==> config.mk <==
export PLATFORM = sky130hd
export DESIGN_NAME = ins_fetch_ctrl
export DESIGN_NICKNAME = d
export VERILOG_FILES = /design/src/rtl/ins_pkg.sv /design/src/rtl/ins_fetch_ctrl_rom_rd_port.sv /design/src/rtl/ins_fetch_ctrl.sv
export SDC_FILE = /design/constraint.sdc
export NUM_CORES = 1
export LEC_CHECK = 0
export CAP_MARGIN = 25
export CORE_MARGIN = 2
export CORE_UTILIZATION = 40
export DETAILED_ROUTE_END_ITERATION = 7
export MAX_ROUTING_LAYER = met4
export PLACE_DENSITY = 0.73
export SYNTH_ARGS = -nofsm -noshare
export SYNTH_HDL_FRONTEND = slang
export SYNTH_SLANG_ARGS = --single-unit
==> constraint.sdc <==
create_clock -name clk -period 2.2 [get_ports clk]
set_input_delay 0.44 -clock clk [delete_from_list [all_inputs] [get_ports clk]]
set_output_delay 0.44 -clock clk [all_outputs]
set_load 0.005 [all_outputs]
==> src/rtl/ins_pkg.sv <==
// Shared definitions for the instruction fetch/decode sequencer.
//   - fetch_state_e : sequencer state encoding
//   - MODE/LEN/OPC  : bit ranges of the fields in the first instruction word
//   - LEN_*         : length field encodings (number of ROM words per instruction)
//   - HALT_MODE/OPC : mode/opcode pair that stops the sequencer
package ins_pkg;

   typedef enum logic [2:0] {
      ST_IDLE,
      ST_FETCH,
      ST_DECODE,
      ST_FETCH_EXT,
      ST_ISSUE,
      ST_EXEC,
      ST_HALT
   } fetch_state_e;

   localparam int MODE_HI = 15;
   localparam int MODE_LO = 14;
   localparam int LEN_HI  = 13;
   localparam int LEN_LO  = 12;
   localparam int OPC_HI  = 11;
   localparam int OPC_LO  = 8;

   localparam logic [1:0] LEN_1W   = 2'b00;
   localparam logic [1:0] LEN_1W_B = 2'b01;
   localparam logic [1:0] LEN_2W   = 2'b10;
   localparam logic [1:0] LEN_3W   = 2'b11;

   localparam logic [1:0] HALT_MODE = 2'b11;
   localparam logic [3:0] HALT_OPC  = 4'hF;

   function automatic logic needs_ext(input logic [15:0] w);
      return (w[LEN_HI:LEN_LO] == LEN_2W) || (w[LEN_HI:LEN_LO] == LEN_3W);
   endfunction

   function automatic logic is_halt(input logic [15:0] w);
      return (w[MODE_HI:MODE_LO] == HALT_MODE) && (w[OPC_HI:OPC_LO] == HALT_OPC);
   endfunction

endpackage

==> src/rtl/ins_fetch_ctrl_rom_rd_port.sv <==
// ROM read port shared by the first-word and extension-word fetch states.
// The requester holds req_i and addr_i until ack_o; the address is driven
// straight from the caller's register so it cannot move mid-read, and
// rom_valid is only honoured while a request is outstanding.
// Ports:
//   req_i, addr_i   : read request and word address from the sequencer
//   rom_rd, rom_addr: ROM-side request and address
//   rom_valid, rom_data : ROM-side response
//   ack_o, data_o   : qualified response back to the sequencer
module rom_rd_port #(
   parameter int PC_W = 16
) (
   input  logic            req_i,
   input  logic [PC_W-1:0] addr_i,
   output logic            rom_rd,
   output logic [PC_W-1:0] rom_addr,
   input  logic            rom_valid,
   input  logic [15:0]     rom_data,
   output logic            ack_o,
   output logic [15:0]     data_o
);

   assign rom_rd   = req_i;
   assign rom_addr = addr_i;
   assign ack_o    = req_i & rom_valid;
   assign data_o   = rom_data;

endmodule

==> src/rtl/ins_fetch_ctrl.sv <==
// Fetch/decode sequencer in front of the instruction-field decoder. Keeps the
// program counter, reads 1-3 ROM words per instruction, strobes the decoder,
// issues to execute and waits for completion. One instruction in flight.
// Optional feature macro: FETCH_JUMP_EN adds jump_en/jump_addr, letting
// execute redirect the pc when it reports completion.
// Ports:
//   clk, rst            : clock, synchronous active-high reset
//   start               : leave IDLE and fetch from pc
//   rom_rd/rom_addr     : ROM request, address held until rom_valid
//   rom_data/rom_valid  : ROM response
//   ins_load            : one-cycle decoder load strobe, ins_word valid
//   ins_word/ext0/ext1  : instruction word and extension words
//   exec_start/exec_done: execute handshake
//   pc, busy, halted    : status
//
// state        | meaning
// ST_IDLE      | waiting for start
// ST_FETCH     | reading first instruction word at pc
// ST_DECODE    | ins_load strobe, choose extension fetch or issue
// ST_FETCH_EXT | reading extension word(s), ext_idx selects ext0/ext1
// ST_ISSUE     | exec_start strobe
// ST_EXEC      | waiting for exec_done
// ST_HALT      | halt instruction retired, only reset leaves
module ins_fetch_ctrl
   import ins_pkg::*;
#(
   parameter int              PC_W   = 16,
   parameter logic [PC_W-1:0] RST_PC = '0
) (
   input  logic            clk,
   input  logic            rst,
   input  logic            start,
   output logic            rom_rd,
   output logic [PC_W-1:0] rom_addr,
   input  logic [15:0]     rom_data,
   input  logic            rom_valid,
   output logic            ins_load,
   output logic [15:0]     ins_word,
   output logic [15:0]     ext0,
   output logic [15:0]     ext1,
   output logic            exec_start,
   input  logic            exec_done,
   output logic [PC_W-1:0] pc,
   output logic            busy,
   output logic            halted
`ifdef FETCH_JUMP_EN
   ,
   input  logic            jump_en,
   input  logic [PC_W-1:0] jump_addr
`endif
);

   localparam logic [PC_W-1:0] PC_ONE = PC_W'(1);

   fetch_state_e    state_q, state_d;
   logic [PC_W-1:0] pc_q, pc_d;
   logic [15:0]     ins_q, ins_d;
   logic [15:0]     ext0_q, ext0_d;
   logic [15:0]     ext1_q, ext1_d;
   logic            ext_idx_q, ext_idx_d;
   logic            rd_req;
   logic            rd_ack;
   logic [15:0]     rd_data;

   rom_rd_port #(.PC_W(PC_W)) u_rom_rd_port (
      .req_i    (rd_req),
      .addr_i   (pc_q),
      .rom_rd   (rom_rd),
      .rom_addr (rom_addr),
      .rom_valid(rom_valid),
      .rom_data (rom_data),
      .ack_o    (rd_ack),
      .data_o   (rd_data)
   );

   always_comb begin
      state_d    = state_q;
      pc_d       = pc_q;
      ins_d      = ins_q;
      ext0_d     = ext0_q;
      ext1_d     = ext1_q;
      ext_idx_d  = ext_idx_q;
      rd_req     = 1'b0;
      ins_load   = 1'b0;
      exec_start = 1'b0;
      case (state_q)
         ST_IDLE: begin
            if (start) state_d = ST_FETCH;
         end
         ST_FETCH: begin
            rd_req = 1'b1;
            if (rd_ack) begin
               ins_d   = rd_data;
               pc_d    = pc_q + PC_ONE;
               ext0_d  = '0;
               ext1_d  = '0;
               state_d = ST_DECODE;
            end
         end
         ST_DECODE: begin
            ins_load  = 1'b1;
            ext_idx_d = 1'b0;
            state_d   = needs_ext(ins_q) ? ST_FETCH_EXT : ST_ISSUE;
         end
         ST_FETCH_EXT: begin
            rd_req = 1'b1;
            if (rd_ack) begin
               pc_d = pc_q + PC_ONE;
               if (!ext_idx_q) ext0_d = rd_data;
               else            ext1_d = rd_data;
               // a 2-word instruction is complete after ext0, a 3-word one after ext1
               if (ext_idx_q || (ins_q[LEN_HI:LEN_LO] == LEN_2W)) state_d = ST_ISSUE;
               else                                               ext_idx_d = 1'b1;
            end
         end
         ST_ISSUE: begin
            exec_start = 1'b1;
            state_d    = ST_EXEC;
         end
         ST_EXEC: begin
            if (exec_done) begin
               if (is_halt(ins_q)) begin
                  state_d = ST_HALT;
               end else begin
                  state_d = ST_FETCH;
`ifdef FETCH_JUMP_EN
                  if (jump_en) pc_d = jump_addr;
`endif
               end
            end
         end
         ST_HALT: state_d = ST_HALT;
         default: state_d = ST_IDLE;
      endcase
   end

   always_ff @(posedge clk) begin
      if (rst) begin
         state_q   <= ST_IDLE;
         pc_q      <= RST_PC;
         ins_q     <= '0;
         ext0_q    <= '0;
         ext1_q    <= '0;
         ext_idx_q <= 1'b0;
      end else begin
         state_q   <= state_d;
         pc_q      <= pc_d;
         ins_q     <= ins_d;
         ext0_q    <= ext0_d;
         ext1_q    <= ext1_d;
         ext_idx_q <= ext_idx_d;
      end
   end

   assign ins_word = ins_q;
   assign ext0     = ext0_q;
   assign ext1     = ext1_q;
   assign pc       = pc_q;
   assign busy     = (state_q != ST_IDLE) && (state_q != ST_HALT);
   assign halted   = (state_q == ST_HALT);

endmodule

==> results of run 1 <==
-- power breakdown --
group | leakage [uW] | total, uW | switching, uW | internal (uW)
registers | 0.000550 | 1430 | 122 | 1310
clock network | 0.000120 | 1190 | 486 | 704
logic | 0.000749 | 795 | 408 | 388
-- registers in the layout (all words and copies together), names as in the netlist --
signal and flops:
ext0 16, ext1 16, ins_word 16, pc 16, state_q 3, ext_idx_q 1
-- worst reg2reg max path: cells and delay by family (launching register included) --
family,cells,cell delay [ns]
compound gates,1,0.15
simple gates,3,1.17
flops,1,0.46
-- layout make-up --
type,instances,area (um2)
Fill cell,595,2670
Sequential cell,68,1360
Multi-Input combinational cell,248,1300
Timing Repair Buffer,119,1160
Clock buffer,11,151
Tap cell,96,120
Clock inverter,5,82.6
Inverter,5,18.8
-- per-stage QoR --
stage | area [um2] | util | worst slack (ns)
after floorplan | 2870 | - | 0.376
after global placement | 3960 | 0.577 | -0.0259
after detailed placement | 3960 | 0.577 | -0.0548
after CTS | 4200 | 0.611 | 0.0129
after global routing | 4200 | 0.611 | 0.0223
final | 4200 | 0.611 | 0.130
-- logic make-up (layout without fill, tap and decap cells) --
logic type | after synthesis | after routing | share of synthesized area
adder cells (fa/ha/maj) | 1 | 1 | 0.00435
AND/OR/NAND/NOR | 162 | 162 | 0.270
flip-flops | 68 | 68 | 0.474
AO/OA/AOI/OAI | 74 | 74 | 0.141
XOR/XNOR | 11 | 11 | 0.0335
buffers and inverters | 42 | 140 | 0.0771
-- routing by layer --
metal	vias to the layer above	share of wire	global-route usage
li1	1398	-	-
met1	1315	0.44	0.263
met2	99	0.47	0.322
met3	8	0.084	0.0606
met4	0	0.011	0.0744
met5	-	0	-
-- path summary, 6_finish.rpt --
path	startpoint	cells past startpoint	to
max	state_q[0]	2	rom_rd
min	ext1[13]	2	ext1[13]
max reg2reg	pc[3]	4	pc[15]
min reg2reg	ext1[13]	2	ext1[13]
-- synth_stat cells (2+ instances only) --
cell type,n,share of area
nand2_1,74,0.097
dfxtp_1,68,0.47
a21oi_1,59,0.10
nand3_1,37,0.064
nor2_1,19,0.025
clkbuf_1,17,0.022
buf_4,16,0.042
xnor2_1,8,0.024
inv_1,5,0.0065
and3_1,4,0.0087
nand4_1,4,0.0087
o31ai_1,4,0.010
or4_1,4,0.010
nand2b_1,3,0.0065
nor3_1,3,0.0052
xor2_1,3,0.0091
buf_2,2,0.0035
nor2b_1,2,0.0044
nor4_1,2,0.0044
o22ai_1,2,0.0044
-- repair_timing --
action | 4_1_cts | 5_1_grt
endpoints found under the setup margin | 2 | 4
hold endpoints to repair | 0 | 0
gates resized for setup | 1 | 1
==> impl_metrics.py, run 1 <==
metrics = {
    "run_status": {
        "status": "finished clean",
    },
    "floorplanning": {
        "dieArea_mm2": 0.00788,
        "io_pins": 106,
        "coreArea_mm2": 0.00687,
        "start_util": 0.418,
        "die_w_um": 88.8,
        "std_cell_rows": 30,
        "chipHeight_um": 88.8,
    },
    "worst_setup_path": {
        "path_class": "flop to primary output",
        "worstPathCellList": "nor2b_1, clkdlybuf4s50_1",
        "reg2reg_slack_ns": 0.36,
        "path_buf_inv": 1,
        "cpLargestDelayFamily": "buffers and inverters",
        "cp-end-kind": "primary output",
        "critical_path.max_fanout": 14,
        "critPathRequiredTime_ns": 1.76,
        "critPathSlowestCell": "clkdlybuf4s50_1",
        "arrival_ns": 1.63,
        "cpPeakStageDelay_ns": 0.54,
        "start_kind": "flop",
    },
    "clocking": {
        "clock_path_buffers": 2,
        "cts_tree": "built",
        "numCtsBuffers": 9,
        "clk_pin_slew_worst_paths_ns": 0.07,
        "clock-root-buffer": "clkbuf_8",
        "hold_buffers": 0,
        "cts.htree.levels": 3,
        "clk_latency_ns": 0.34,
        "cts.sinks": 68,
        "postCtsSetupBuffers": 0,
    },
    "yosys": {
        "ys_warn_count": 0,
        "ys_seq_area_frac": 0.474,
        "synth_nets": 380,
        "synth.distinct_cells": 42,
        "synth_cells": 358,
        "syn-cell-area_mm2": 0.00287,
        "synth-seq-cells": 68,
        "ys.flop_type": "dfxtp_1",
        "synth-edff-count": 0,
        "synthArstFlopShare": 0,
        "syn_area_per_cell_um2": 8.03,
    },
    "cells_and_area": {
        "final_common_cell": "clkdlybuf4s50_1",
        "layout-drive-gt1-share": 0.0833,
        "layout_common_cells": "clkdlybuf4s50_1 (104), nand2_1 (74), dfxtp_1 (66)",
        "diodes": 0,
        "synthToLayoutAreaGrowth_pct": 46.1,
        "final_cells": 552,
        "nets": 473,
    },
    "route": {
        "vias_per_cell": 5.11,
        "drt_iter0_drc": 124,
        "firstDrtPassIters": 4,
        "vias": 2820,
        "totalWireLength_um": 7880,
        "route.detailed.drc": 0,
        "ant_nets": 0,
        "drt-wirelength-per-cell_um": 14.3,
    },
    "timing": {
        "drv_slew": 0,
        "clock.fmax_mhz": 483,
        "slew_headroom": 0.537,
        "holdWs_ns": 0.456,
        "finalCritPeriodShare": 0.941,
        "setup_violations": 0,
        "tightestPinTransition_ns": 0.694,
        "hold_viol": 0,
        "rsz0062_at_grt": "false",
        "period_minus_slack_ns": 2.07,
        "skew_ns": 0.00734,
        "final.setup.tns_ns": 0,
    },
    "grt": {
        "grt_max_degree": 68,
        "gr-usage-all-layers": 0.209,
        "antenna_found_initial": 0,
        "grt_overflow": 0,
        "grt_first_pass_wirelength_um": 12400,
        "grt_pass1_vias": 2547,
    },
    "pwr": {
        "p_leak_uw": 0.00142,
        "powerDensity_mw_per_mm2": 814,
        "finalPower_uw": 3420,
        "irDropWorstVdd_uv": 476,
    },
    "worst_hold_path": {
        "hold_class": "flop to flop",
    },
    "flow_run": {
        "cap_violations": 0,
    },
    "place": {
        "port_buffers": 105,
        "gp_congestion": 0.799,
        "dp_hpwl_um": 5310,
        "dp_cells": 536,
    },
}
Power figures use the tool's default switching activity.
==> inputs of run 2 (changes only) <==
CORE_UTILIZATION = 44   (was 40)
PLACE_DENSITY = 0.79   (was 0.73)
clock period = 1.95 ns   (was 2.2 ns; I/O delays follow)
==> run 2 against run 1 <==
Register-to-register slack lost 0.21 ns. Die area down 8.7%. Non-clock buffer count is 10 higher. Worst setup slack got worse by 0.074 ns. Core utilization up 7.1 points. Clock skew shrank 0.0032 ns. Sequential cell count unchanged. Combinational power grew 27%. Critical endpoint unchanged. Largest cell class unchanged. Largest power group unchanged.
==> impl_metrics.py, run 2 (synthesis gave the netlist of run 1 again) <==
metrics = {
    "run_status": {
        "status": "finished clean",
    },
    "worst_setup_path": {
        "timing.rr.start": "state_q[2]",
        "arrival_ns": 1.50,
        "r2r-end": "pc[13]",
        "rr_worst_depth": 5,
        "crit_start": "state_q[2]",
        "start_kind": "flop",
        "critical_path.max_fanout": 6,
        "critPathRequiredTime_ns": 1.56,
        "path_class": "flop to primary output",
        "cp-end-kind": "primary output",
        "reg2reg_slack_ns": 0.15,
    },
    "timing": {
        "clock.fmax_mhz": 528,
        "hold_viol": 0,
        "rsz0062_at_grt": "false",
        "tightestPinTransition_ns": 0.420,
        "setup_violations": 0,
        "slew_headroom": 0.718,
        "skew_ns": 0.00414,
        "period_minus_slack_ns": 1.89,
        "finalCritPeriodShare": 0.971,
        "drv_slew": 0,
        "holdWs_ns": 0.454,
    },
    "pwr": {
        "irDropWorstVdd_uv": 552,
        "pwr-share-comb": 0.245,
        "intPower_uw": 2960,
        "powerDensity_mw_per_mm2": 950,
        "clkPwrFrac": 0.367,
        "switching_power_uw": 1150,
        "swShare": 0.280,
        "p_leak_uw": 0.00152,
        "p_seq_frac": 0.388,
        "finalPower_uw": 4110,
    },
    "grt": {
        "grt_overflow": 0,
        "antenna_found_initial": 0,
        "gr-usage-all-layers": 0.228,
        "grt_first_pass_wirelength_um": 12800,
        "grt_pass1_vias": 2682,
        "grt_max_degree": 39,
    },
    "route": {
        "firstDrtPassIters": 4,
        "drt_iter0_drc": 153,
        "ant_nets": 0,
        "route.detailed.drc": 0,
        "vias": 2899,
        "totalWireLength_um": 7980,
        "drt-wirelength-per-cell_um": 14.7,
        "vias_per_cell": 5.34,
    },
    "cells_and_area": {
        "final_common_cell": "clkdlybuf4s50_1",
        "diodes": 0,
        "layout-drive-gt1-share": 0.109,
        "layout_common_cells": "clkdlybuf4s50_1 (102), nand2_1 (74), dfxtp_1 (64)",
        "nets": 483,
        "postLayoutCoreUtil": 0.682,
        "final_area_mm2": 0.00433,
        "synthToLayoutAreaGrowth_pct": 50.7,
        "fillers": 519,
    },
    "clocking": {
        "clock_path_buffers": 2,
        "clk_latency_ns": 0.33,
        "cts.sinks": 68,
        "clk_pin_slew_worst_paths_ns": 0.07,
        "hold_buffers": 0,
        "numCtsBuffers": 9,
        "clock-root-buffer": "clkbuf_8",
        "cts_tree": "built",
        "cts.htree.levels": 3,
    },
    "place": {
        "dp_hpwl_um": 5540,
        "gp_congestion": 0.788,
        "port_buffers": 105,
        "placed_cell_area_mm2": 0.00404,
    },
    "worst_hold_path": {
        "holdCritStartpoint": "ext1[13]",
        "hold_depth": 2,
        "holdPathEnd": "ext1[13]",
        "hold_class": "flop to flop",
    },
    "floorplanning": {
        "coreArea_mm2": 0.00635,
        "chipHeight_um": 84.8,
        "std_cell_rows": 29,
        "dieArea_mm2": 0.00719,
        "io_pins": 106,
        "start_util": 0.453,
        "die_w_um": 84.8,
    },
    "flow_run": {
        "cap_violations": 0,
    },
}
[run 2: area by class of cell]
class	instances	area, um2	share of cell area
inverters	5	18.8	0.00433
clock inverters	6	136	0.0315
flip-flops and latches	68	1370	0.317
multi-input cells	248	1300	0.301
clock buffers	10	128	0.0295
well taps	77	96.3	0.0222
repair buffers	129	1280	0.295
[run 2: stage by stage]
stage          setup TNS, ns  setup slack (ns)  std cells
6_report                   0            0.0565        543
5_1_grt                    0           0.00143        543
4_1_cts                    0            0.0135        542
3_5_place_dp          -0.901            -0.281        525
3_3_place_gp          -0.626            -0.214        525
2_1_floorplan              0             0.126        358
[run 2: power by group through the flow]
stage / combinational, uW / clock (uW) / sequential [uW]
global placement: 965 / 0 / 1630
finish: 1010 / 1510 / 1600
detailed placement: 979 / 0 / 1630
global route: 1100 / 1610 / 1610
CTS: 989 / 1530 / 1600
floorplan: 491 / 0 / 1570
[run 2: worst max-delay path by stage]
stage	to	slack (ns)
detailed placement	pc[13]	-0.28
global route	rom_rd	0.001
finish	rom_rd	0.06
CTS	exec_start	0.01
floorplan	pc[14]	0.13
global placement	pc[13]	-0.21
[run 2: timing repair]
action / 4_1_cts / 5_1_grt
buffers inserted: 1 / 1
endpoints found under the setup margin: 5 / 4
endpoints found under the hold margin: 0 / 0
gates resized for setup: 7 / 3
[run 2: routing by layer]
layer,vias up,GRT usage,share of wire,routed length [um]
met1,1364,0.281,0.44,3480
li1,1426,-,-,-
met4,0,0.0707,0.0058,46
met3,4,0.0584,0.070,557
met5,-,-,0,0
met2,105,0.369,0.49,3890
[run 2: critical path, cell delays in order (launching register included)]
cell             delay (ns)
dfxtp_4                0.36
buf_4                  0.16
nor2b_2                0.14
clkdlybuf4s50_1        0.51
